[config.mk]
export PLATFORM = sky130hd
export DESIGN_NAME = frame_writer_flat
export DESIGN_NICKNAME = d
export VERILOG_FILES = /design/src/rtl/video_pkg.sv /design/src/rtl/frame_writer_if.sv /design/src/rtl/frame_pos_counter.sv /design/src/rtl/frame_writer.sv /design/src/flat_wrapper.sv
export SDC_FILE = /design/constraint.sdc
export NUM_CORES = 1
export LEC_CHECK = 0
export ABC_AREA = 1
export CAP_MARGIN = 20
export CORE_ASPECT_RATIO = 0.5
export CORE_MARGIN = 1.5
export CORE_UTILIZATION = 42
export DETAILED_ROUTE_END_ITERATION = 10
export PLACE_DENSITY = 0.66
export RECOVER_POWER = 25
export SYNTH_ARGS = -nofsm -noshare
export SYNTH_HDL_FRONTEND = slang
export SYNTH_SLANG_ARGS = --single-unit
[constraint.sdc]
create_clock -name clk -period 1.5 [get_ports clk]
set_clock_uncertainty 0.1 [all_clocks]
set_input_delay 0.3 -clock clk [delete_from_list [all_inputs] [get_ports clk]]
set_output_delay 0.3 -clock clk [all_outputs]
set_load 0.01 [all_outputs]
[src/rtl/video_pkg.sv]
// Shared video datapath definitions: scaled frame geometry, RLE token
// field positions and the frame writer state encoding.
package video_pkg;

  localparam int X_RES_SCALED   = 160;
  localparam int Y_RES_SCALED   = 120;
  localparam int X_ADDRW_SCALED = 8;
  localparam int Y_ADDRW_SCALED = 7;

  localparam int TOK_COLOUR_BIT = 7;
  localparam int TOK_RUN_MSB    = 6;

  typedef enum logic [0:0] {
    FILL      = 1'b0,
    WAIT_SWAP = 1'b1
  } writer_state_t;

  // Run field stores length minus one, so 0..127 maps to 1..128 pixels.
  function automatic logic [7:0] tok_run_len(input logic [7:0] tok);
    return {1'b0, tok[TOK_RUN_MSB:0]} + 8'd1;
  endfunction

endpackage

[src/rtl/frame_writer_if.sv]
// Token stream and frame-memory write port of the frame writer.
// master: the writer itself; slave: token source / frame memory side.
interface frame_writer_if #(
  parameter int X_ADDRW = video_pkg::X_ADDRW_SCALED,
  parameter int Y_ADDRW = video_pkg::Y_ADDRW_SCALED
);

  logic               tok_valid;
  logic [7:0]         tok_data;
  logic               tok_ready;
  logic [X_ADDRW-1:0] mem_x_pos;
  logic [Y_ADDRW-1:0] mem_y_pos;
  logic               pixel_data;
  logic               write_enable;

  modport master (
    input  tok_valid, tok_data,
    output tok_ready, mem_x_pos, mem_y_pos, pixel_data, write_enable
  );

  modport slave (
    output tok_valid, tok_data,
    input  tok_ready, mem_x_pos, mem_y_pos, pixel_data, write_enable
  );

endinterface

[src/rtl/frame_pos_counter.sv]
// Raster position counter with line and frame wrap plus a last-pixel flag;
// usable for both the writer and the VGA scan position.
module frame_pos_counter #(
  parameter int X_RES = video_pkg::X_RES_SCALED,
  parameter int Y_RES = video_pkg::Y_RES_SCALED,
  parameter int X_W   = video_pkg::X_ADDRW_SCALED,
  parameter int Y_W   = video_pkg::Y_ADDRW_SCALED
) (
  input  logic           clk,
  input  logic           rst_n,
  input  logic           adv,
  output logic [X_W-1:0] x,
  output logic [Y_W-1:0] y,
  output logic           last
);

  logic x_end;
  logic y_end;

  assign x_end = (x == X_W'(X_RES - 1));
  assign y_end = (y == Y_W'(Y_RES - 1));
  assign last  = x_end && y_end;

  always_ff @(posedge clk or negedge rst_n) begin
    if (!rst_n) begin
      x <= '0;
      y <= '0;
    end else if (adv) begin
      if (x_end) begin
        x <= '0;
        y <= y_end ? '0 : y + Y_W'(1);
      end else begin
        x <= x + X_W'(1);
      end
    end
  end

endmodule

[src/rtl/frame_writer.sv]
// Expands RLE monochrome tokens into one pixel write per cycle and owns the
// bank-select flag. Define FRAME_WRITER_TEARFREE_EN to defer swaps to vsync.
//
// state     | meaning
// FILL      | expanding tokens into pixel writes for the current frame
// WAIT_SWAP | frame complete, holding off tokens until vsync_start swaps
module frame_writer #(
  parameter int X_RES_SCALED   = video_pkg::X_RES_SCALED,
  parameter int Y_RES_SCALED   = video_pkg::Y_RES_SCALED,
  parameter int X_ADDRW_SCALED = video_pkg::X_ADDRW_SCALED,
  parameter int Y_ADDRW_SCALED = video_pkg::Y_ADDRW_SCALED
) (
  input  logic           clk,
  input  logic           rst_n,
  frame_writer_if.master bus,
  input  logic           vsync_start,
  output logic           video_bank_sel,
  output logic           frame_swapped,
  output logic           overrun
);

  import video_pkg::*;

  writer_state_t state_q, state_d;
  logic [7:0]    run_cnt_q, run_cnt_d;
  logic          run_colour_q, run_colour_d;
  logic          ready_en_q;
  logic          ready, accept, emit, swap, ovr_set;
  logic          last_pix;

  logic [X_ADDRW_SCALED-1:0] x_cnt, x_q;
  logic [Y_ADDRW_SCALED-1:0] y_cnt, y_q;
  logic                      pix_q, we_q, bank_q, swapped_q, overrun_q;

  frame_pos_counter #(
    .X_RES (X_RES_SCALED),
    .Y_RES (Y_RES_SCALED),
    .X_W   (X_ADDRW_SCALED),
    .Y_W   (Y_ADDRW_SCALED)
  ) u_pos (
    .clk   (clk),
    .rst_n (rst_n),
    .adv   (emit),
    .x     (x_cnt),
    .y     (y_cnt),
    .last  (last_pix)
  );

  // ready_en keeps tok_ready low while in reset and for the release cycle.
  assign ready         = ready_en_q && (state_q == FILL) && (run_cnt_q <= 8'd1);
  assign accept        = bus.tok_valid && ready;
  assign bus.tok_ready = ready;

`ifndef FRAME_WRITER_TEARFREE_EN
  logic unused_vsync;
  assign unused_vsync = vsync_start;
`endif

  always_comb begin
    state_d      = state_q;
    run_cnt_d    = run_cnt_q;
    run_colour_d = run_colour_q;
    emit         = 1'b0;
    swap         = 1'b0;
    ovr_set      = 1'b0;
    case (state_q)
      FILL: begin
        if (run_cnt_q != 8'd0) begin
          emit      = 1'b1;
          run_cnt_d = run_cnt_q - 8'd1;
          if (last_pix) begin
            ovr_set   = (run_cnt_q > 8'd1);
            run_cnt_d = 8'd0;
`ifdef FRAME_WRITER_TEARFREE_EN
            state_d   = WAIT_SWAP;
`else
            swap      = 1'b1;
`endif
          end
        end
      end
      WAIT_SWAP: begin
`ifdef FRAME_WRITER_TEARFREE_EN
        if (vsync_start) begin
          state_d = FILL;
          swap    = 1'b1;
        end
`else
        state_d = FILL;
`endif
      end
      default: state_d = FILL;
    endcase
    // A token taken on the final pixel of a run belongs to the next run
    // (or the next frame when that pixel also ends the frame).
    if (accept) begin
      run_cnt_d    = tok_run_len(bus.tok_data);
      run_colour_d = bus.tok_data[TOK_COLOUR_BIT];
    end
  end

  always_ff @(posedge clk or negedge rst_n) begin
    if (!rst_n) begin
      state_q      <= FILL;
      run_cnt_q    <= 8'd0;
      run_colour_q <= 1'b0;
      ready_en_q   <= 1'b0;
    end else begin
      state_q      <= state_d;
      run_cnt_q    <= run_cnt_d;
      run_colour_q <= run_colour_d;
      ready_en_q   <= 1'b1;
    end
  end

  always_ff @(posedge clk or negedge rst_n) begin
    if (!rst_n) begin
      we_q      <= 1'b0;
      x_q       <= '0;
      y_q       <= '0;
      pix_q     <= 1'b0;
      bank_q    <= 1'b0;
      swapped_q <= 1'b0;
      overrun_q <= 1'b0;
    end else begin
      we_q      <= emit;
      swapped_q <= swap;
      bank_q    <= bank_q ^ swap;
      overrun_q <= overrun_q | ovr_set;
      if (emit) begin
        x_q   <= x_cnt;
        y_q   <= y_cnt;
        pix_q <= run_colour_q;
      end
    end
  end

  assign bus.write_enable = we_q;
  assign bus.mem_x_pos    = x_q;
  assign bus.mem_y_pos    = y_q;
  assign bus.pixel_data   = pix_q;
  assign video_bank_sel   = bank_q;
  assign frame_swapped    = swapped_q;
  assign overrun          = overrun_q;

endmodule
[src/flat_wrapper.sv]
// flat-port wrapper written by rule: the top's interface ports become plain ports
module frame_writer_flat import video_pkg::*;
#(
  parameter int X_RES_SCALED   = video_pkg::X_RES_SCALED,
  parameter int Y_RES_SCALED   = video_pkg::Y_RES_SCALED,
  parameter int X_ADDRW_SCALED = video_pkg::X_ADDRW_SCALED,
  parameter int Y_ADDRW_SCALED = video_pkg::Y_ADDRW_SCALED
)
  (clk, rst_n, vsync_start, video_bank_sel, frame_swapped, overrun, bus_tok_valid, bus_tok_data, bus_tok_ready, bus_mem_x_pos, bus_mem_y_pos, bus_pixel_data, bus_write_enable);
  frame_writer_if bus_i ();
  input  logic clk;
  input  logic rst_n;
  input  logic vsync_start;
  output logic video_bank_sel;
  output logic frame_swapped;
  output logic overrun;
  input wire logic [$bits(bus_i.tok_valid)-1:0] bus_tok_valid;
  input wire logic [$bits(bus_i.tok_data)-1:0] bus_tok_data;
  output wire logic [$bits(bus_i.tok_ready)-1:0] bus_tok_ready;
  output wire logic [$bits(bus_i.mem_x_pos)-1:0] bus_mem_x_pos;
  output wire logic [$bits(bus_i.mem_y_pos)-1:0] bus_mem_y_pos;
  output wire logic [$bits(bus_i.pixel_data)-1:0] bus_pixel_data;
  output wire logic [$bits(bus_i.write_enable)-1:0] bus_write_enable;
  assign bus_i.tok_valid = bus_tok_valid;
  assign bus_i.tok_data = bus_tok_data;
  assign bus_tok_ready = bus_i.tok_ready;
  assign bus_mem_x_pos = bus_i.mem_x_pos;
  assign bus_mem_y_pos = bus_i.mem_y_pos;
  assign bus_pixel_data = bus_i.pixel_data;
  assign bus_write_enable = bus_i.write_enable;
  frame_writer #(.X_RES_SCALED(X_RES_SCALED), .Y_RES_SCALED(Y_RES_SCALED), .X_ADDRW_SCALED(X_ADDRW_SCALED), .Y_ADDRW_SCALED(Y_ADDRW_SCALED)) u_core (.clk(clk), .rst_n(rst_n), .bus(bus_i), .vsync_start(vsync_start), .video_bank_sel(video_bank_sel), .frame_swapped(frame_swapped), .overrun(overrun));
endmodule
### After elaboration in Yosys (flattened, before gate mapping)

Index checks and enable logic that the tools add are counted.

| cells by class | value |
|---|---|
| add/sub/neg operators | 4 |
| equal/unequal tests | 2 |
| bitwise operators | 2 |
| muxes and demuxes | 10 |
| reduce and logical (&&, ||, !) cells | 6 |
| magnitude comparators | 2 |

Operators with widths:

| cell | count |
|---|---|
| $mux W8 | 4 |
| $add A7 B1 Y8 const B | 1 |
| $add A8 B1 Y8 const B | 1 |
| $eq A8 B8 Y1 const B | 1 |
| $gt A8 B1 Y1 const B | 1 |
| $le A8 B1 Y1 const B | 1 |
| $reduce_bool A8 Y1 | 1 |
| $sub A8 B1 Y8 const B | 1 |
| $add A7 B1 Y7 const B | 1 |
| $eq A7 B7 Y1 const B | 1 |
| $mux W7 | 1 |
| $mux W1 | 5 |
| $logic_and A1 B1 Y1 | 3 |
| $reduce_and A2 Y1 | 1 |
| $reduce_bool A2 Y1 | 1 |
| $or A1 B1 Y1 | 1 |
| $xor A1 B1 Y1 | 1 |

| word-level totals | value |
|---|---|
| flip-flop bits (word level) | 45 |
| output and inout bits | 21 |
| logic and storage cells | 38 |

### Longest topological paths before layout

| depth | value |
|---|---|
| depth after elaboration | 5 |
| gate-level depth with buffers | 12 |
| mapped depth without buffers | 11 |

### By module

A second synthesis with hierarchy kept.

| unflattened totals | value |
|---|---|
| cell total of the unflattened synthesis | 307 |
| area, all modules | 2,382.3 µm² |

By module, submodules not included:

| module | cells an instance | area each (µm²) | times used | seq. area each (µm²) |
|---|---|---|---|---|
| frame_writer | 190 | 1,520.2 | 1 | 750.7 |
| frame_pos_counter | 117 | 862.1 | 1 | 375.4 |

### Least setup slack after synthesis

OpenSTA, ideal clock, no wires.

| path | value |
|---|---|
| path kind | register -> register |
| start point | register u_core.run_cnt_q[0] |
| end point | register u_core.run_cnt_q[0] |
| cell stages (with the launch flop) | 11 |
| period minus slack after synthesis | 1.623 ns |
| library setup time | 0.068 ns |
| path slack | -0.123 ns |
| arrival time | 1.455 ns |
| cell sequence | dfrtp_1 > inv_1 > ha_1 > inv_1 > nand2_1 > nand2_1 > nor2_4 > nand3_2 > buf_6 > or2_0 > nand3_1 |

| between the ends | value |
|---|---|
| longest elaborated chain between the ends | 4 |

Ends and longest elaborated chain:

| item | line | text |
|---|---|---|
| from (decl) | frame_writer.sv:25 | `logic [7:0] run_cnt_q, run_cnt_d;` |
| from (signal assigned) | frame_writer.sv:110 | `run_cnt_q <= run_cnt_d;` |
| $sub A8 B1 Y8 / $le A8 B1 Y1 (equally long branches) | frame_writer.sv:70, frame_writer.sv:50 |  |
| $mux W8 / $logic_and A1 B1 Y1 (equally long branches) | frame_writer.sv:71, frame_writer.sv:50 |  |
| $mux W8 / $logic_and A1 B1 Y1 (equally long branches) | frame_writer.sv:68, frame_writer.sv:51 |  |
| $mux W8 / $reduce_bool A2 Y1 (equally long branches) | -- |  |

Parallel ways exist; a longest one is shown, timed or not. The select of a mux whose other input is x is not followed.
A chain may end at the register's enable or synchronous reset.

### Worst setup path after layout

| path | value |
|---|---|
| start point | register u_core.run_cnt_q[0] |
| end point | output bus_tok_ready |

| between the ends | value |
|---|---|
| longest elaborated chain between the ends | 2 |

Ends and longest elaborated chain:

| item | line | text |
|---|---|---|
| $le A8 B1 Y1 | frame_writer.sv:50 | `assign ready = ready_en_q && (state_q == FILL) && (run_cnt_q <= 8'd1);` |
| $logic_and A1 B1 Y1 | frame_writer.sv:50 |  |
| to (decl) | flat_wrapper.sv:19 | `output wire logic [$bits(bus_i.tok_ready)-1:0] bus_tok_ready;` |

Every way passes these cells.

==> summary.md <==
| Metric | Value |
|---|---|
| Run status | finished, violations left |
| Failing checks | setup timing |
| Setup TNS | -8.26 ns |
| CTS tree | done |
| Initial Util | between 40% and 50% |
| First-pass GRT wire length | between 9 and 10 mm |
| Share of the synthesized area in the top cell type | 48.6% |
| Final net count | between 300 and 400 |
| Worst EP required | roughly 1.1 ns |
| Vias in the first global route | approximately 2100 |
| Seq. cell area | 1130 um^2 |
| Hold Path Class | in2async |
| Worst-path fanout max | 3 |
| Syn Area/Cell | roughly 8.5 um^2 |
| Num rows | 18 |
| Grt total ovfl | 0 |
| Worst Setup Start Kind | register |
| Maximum VDD drop | between 600 and 700 uV |
| Synthesized area | around 2300 um^2 |
| Post-route clock period utilization | 123% |
| Finished Layout Cells | around 450 |
| Sw Pwr | roughly 1800 uW |
| Clk Latency, worst-skew pair | about 0.30 ns |
| Commonest non-fill, non-tap cell in the layout | nand2_1 |
| Leakage | slightly below 0.002 uW |
| Worst reg2reg path endpoint | u_core.run_cnt_q[3] |
| PnR worst setup slack | -0.350 ns |
| Fmax | 540 MHz |
| Relative slew slack | roughly two thirds |
| Internal reg-to-reg setup slack | -0.29 ns |
| Critical path type | reg2out |
| Ant diodes | 0 |
| Total Die Area | about 6000 um^2 |
| Chip height | about 56 um |
| Starting DRT DRC Count | 113 |
| CTS Buffer Depth | 2 |
| Drt first pass iters | 4 |
| Detail Placement HPWL | 3.79 mm |
| DP Cell Count | approximately 420 |
| Share of cells above drive strength 1 | about two fifths |
| DRT Wirelength | ~6.3 mm |
| GRT Total Usage | 20.4% |
| Final Max Tran Viols | 0 |
| CP Launch Point | u_core.run_cnt_q[0] |
| Ranking of synthesized cells by area | dfrtp_1 (49%), nand2_1 (12%), inv_1 (5.3%) |
| Largest stage delay, worst path | around 0.44 ns |
| FF-to-FF Start | u_core.run_cnt_q[0] |
| WL per Instance | between 10 and 15 um |
| Initial antenna violation count | 0 |
| FF+latch count, synth | 45 |
| Clock share of power | roughly 15% |
| H-Tree Level Count | 2 |
| Crit path arrival time | approximately 1.5 ns |
| Final setup vio count | 45 |
| Slowest CP cell | dfrtp_1 |
| # fillers | about 340 |
| Pint | 3070 uW |
| RSZ-0062 raised after global routing | true |
| Total CTS buffers | 5 |
| Least-Margin Pin Slew | about 0.52 ns |
| Core box area | 5110 um^2 |
| Yosys warns | 0 |
| GP Congestion | 0.871 |
| Sink Count | 45 |
| Antenna violation net count after detailed routing | 0 |
| Sequential share of the synthesized area | 48.6% |
| R2R cell count | 13 |
| CP Capture Type | primary output |
| Port bufs | 31 |
| Clk slew on worst S/H paths | about 0.080 ns |
| # IOs | 33 |
| Power per standard cell area | roughly 1300 nW/um^2 |
| Synth cell types | 28 |
| Root buf cell | clkbuf_8 |
| DR vias/cell | a little under 5 |
| Commonest cells after routing, fill and taps aside | nand2_1 (53), buf_4 (49), dfrtp_1 (45) |
| Comb power frac | roughly half |
| Drt drc | 0 |
| Die W | 108 um |
| Area leader, netlist | dfrtp_1 |
| Net Count, Synth | 291 |
| Multi-input combinational cell area | between 1000 and 1500 um^2 |
| Final Hold Fails | 0 |
| Largest net degree at the start of global routing | 40 |
| Sequential share of power | between 30% and 40% |
| Minimum clock period | approximately 1.9 ns |
| Total vias in the final route | approximately 2200 |
| Synth-to-Final Area Change | 61.4% |
| Crit-path cells | inv_2 > ha_4 > inv_2 > nand2_2 > nand2_2 > nor2_4 > nand2_1 > inv_1 > buf_2 |
| Max Cap Viol | 0 |
| Switching share of power | between 30% and 40% |
| Cells after Synth | around 270 |
==> what timing repair did <==
item,CTS,global route
setup endpoints to repair,63,45
hold buffers,1,0
cloned,4,1
setup buffers,11,9
hold endpoints to repair,38,0
gates resized for setup,71,64
pin swaps,9,13
==> sequential cells by signal, summed over array words and instances, names as in the netlist <==
register                 cells
u_core.u_pos.x               8
u_core.frame_swapped         1
u_core.run_cnt_q             8
u_core.bus.mem_y_pos         7
u_core.bus.write_enable      1
u_core.video_bank_sel        1
u_core.run_colour_q          1
u_core.ready_en_q            1
u_core.u_pos.y               7
u_core.bus.mem_x_pos         8
u_core.overrun               1
u_core.bus.pixel_data        1
==> layer usage <==
layer	global-route usage (%)	share of wire, %	up-vias	routed length (um)
li1	-	-	1091	-
met1	24.4	42	1080	2640
met2	36.6	52	44	3260
met3	4.25	4.1	15	257
met4	6.58	1.8	0	112
met5	0	0	-	0
==> through the flow <==
stage	total power (uW)	hold WS (ns)	area (um^2)	setup WS [ns]	util (%)
floorplan	2710	-0.0956	2330	-0.00709	-
global placement	3480	0.0453	3100	-0.336	60.6
detailed placement	3570	0.0490	3100	-0.380	60.6
CTS	4470	0.264	3470	-0.326	67.9
global route	5180	0.341	3740	-0.431	73.2
finish	4860	0.306	3740	-0.350	73.2
==> worst max path at each step <==
stage / end / depth (start not counted) / slack (ns)
final: bus_tok_ready / 9 / -0.35
after floorplan: u_core.run_cnt_q[0] / 10 / -0.007
after detailed placement: bus_tok_ready / 9 / -0.38
after global placement: bus_tok_ready / 9 / -0.34
after global routing: bus_tok_ready / 9 / -0.43
after CTS: bus_tok_ready / 9 / -0.33
==> logic make-up (layout without fill, tap and decap cells) <==
logic type,count (synthesis),in the layout,share of synthesized area (%)
xor+xnor,12,12,4.86
compound gates,30,30,6.97
fa+ha+maj,5,5,2.70
flops,45,45,48.6
buf+inv,40,148,8.15
simple gates,141,142,28.6
other cells,1,1,0.162
==> area by class of cell <==
class | instances | area share (%)
Sequential cell | 45 | 30.1
Multi-Input combinational cell | 190 | 34.2
Tap cell | 70 | 2.34
Clock buffer | 7 | 2.04
Inverter | 35 | 3.91
Timing Repair inverter | 1 | 0.234
Timing Repair Buffer | 104 | 27.0
Clock inverter | 1 | 0.201
==> cell usage after synthesis, drive strengths merged <==
| master | n |
|---|---|
| o21ai | 20 |
| conb | 1 |
| or2 | 1 |
| xnor2 | 4 |
| xor2 | 8 |
| a31o | 1 |
| ha | 5 |
| nand3b | 1 |
| nor3 | 5 |
| o31ai | 1 |
| nand3 | 23 |
| o21bai | 2 |
| inv | 35 |
| dfrtp | 45 |
| nor2 | 24 |
| a21oi | 6 |
| nand2 | 80 |
| nand4 | 7 |
| buf | 5 |
==> power groups by stage <==
| stage | Combinational [uW] | Clock, uW | Sequential (uW) |
|---|---|---|---|
| final | 2340 | 739 | 1770 |
| after global routing | 2560 | 813 | 1810 |
| after CTS | 1990 | 757 | 1720 |
| after detailed placement | 1830 | 0 | 1740 |
| after global placement | 1760 | 0 | 1720 |
| after floorplan | 917 | 0 | 1800 |
==> worst max-delay path, delay by kind of cell (launching register included) <==
kind,cells,cell delay [ns]
flops,1,0.44
buf+inv,4,0.30
fa+ha+maj,1,0.14
simple gates,4,0.27
Note: power is estimated with default switching activity, not from simulation.
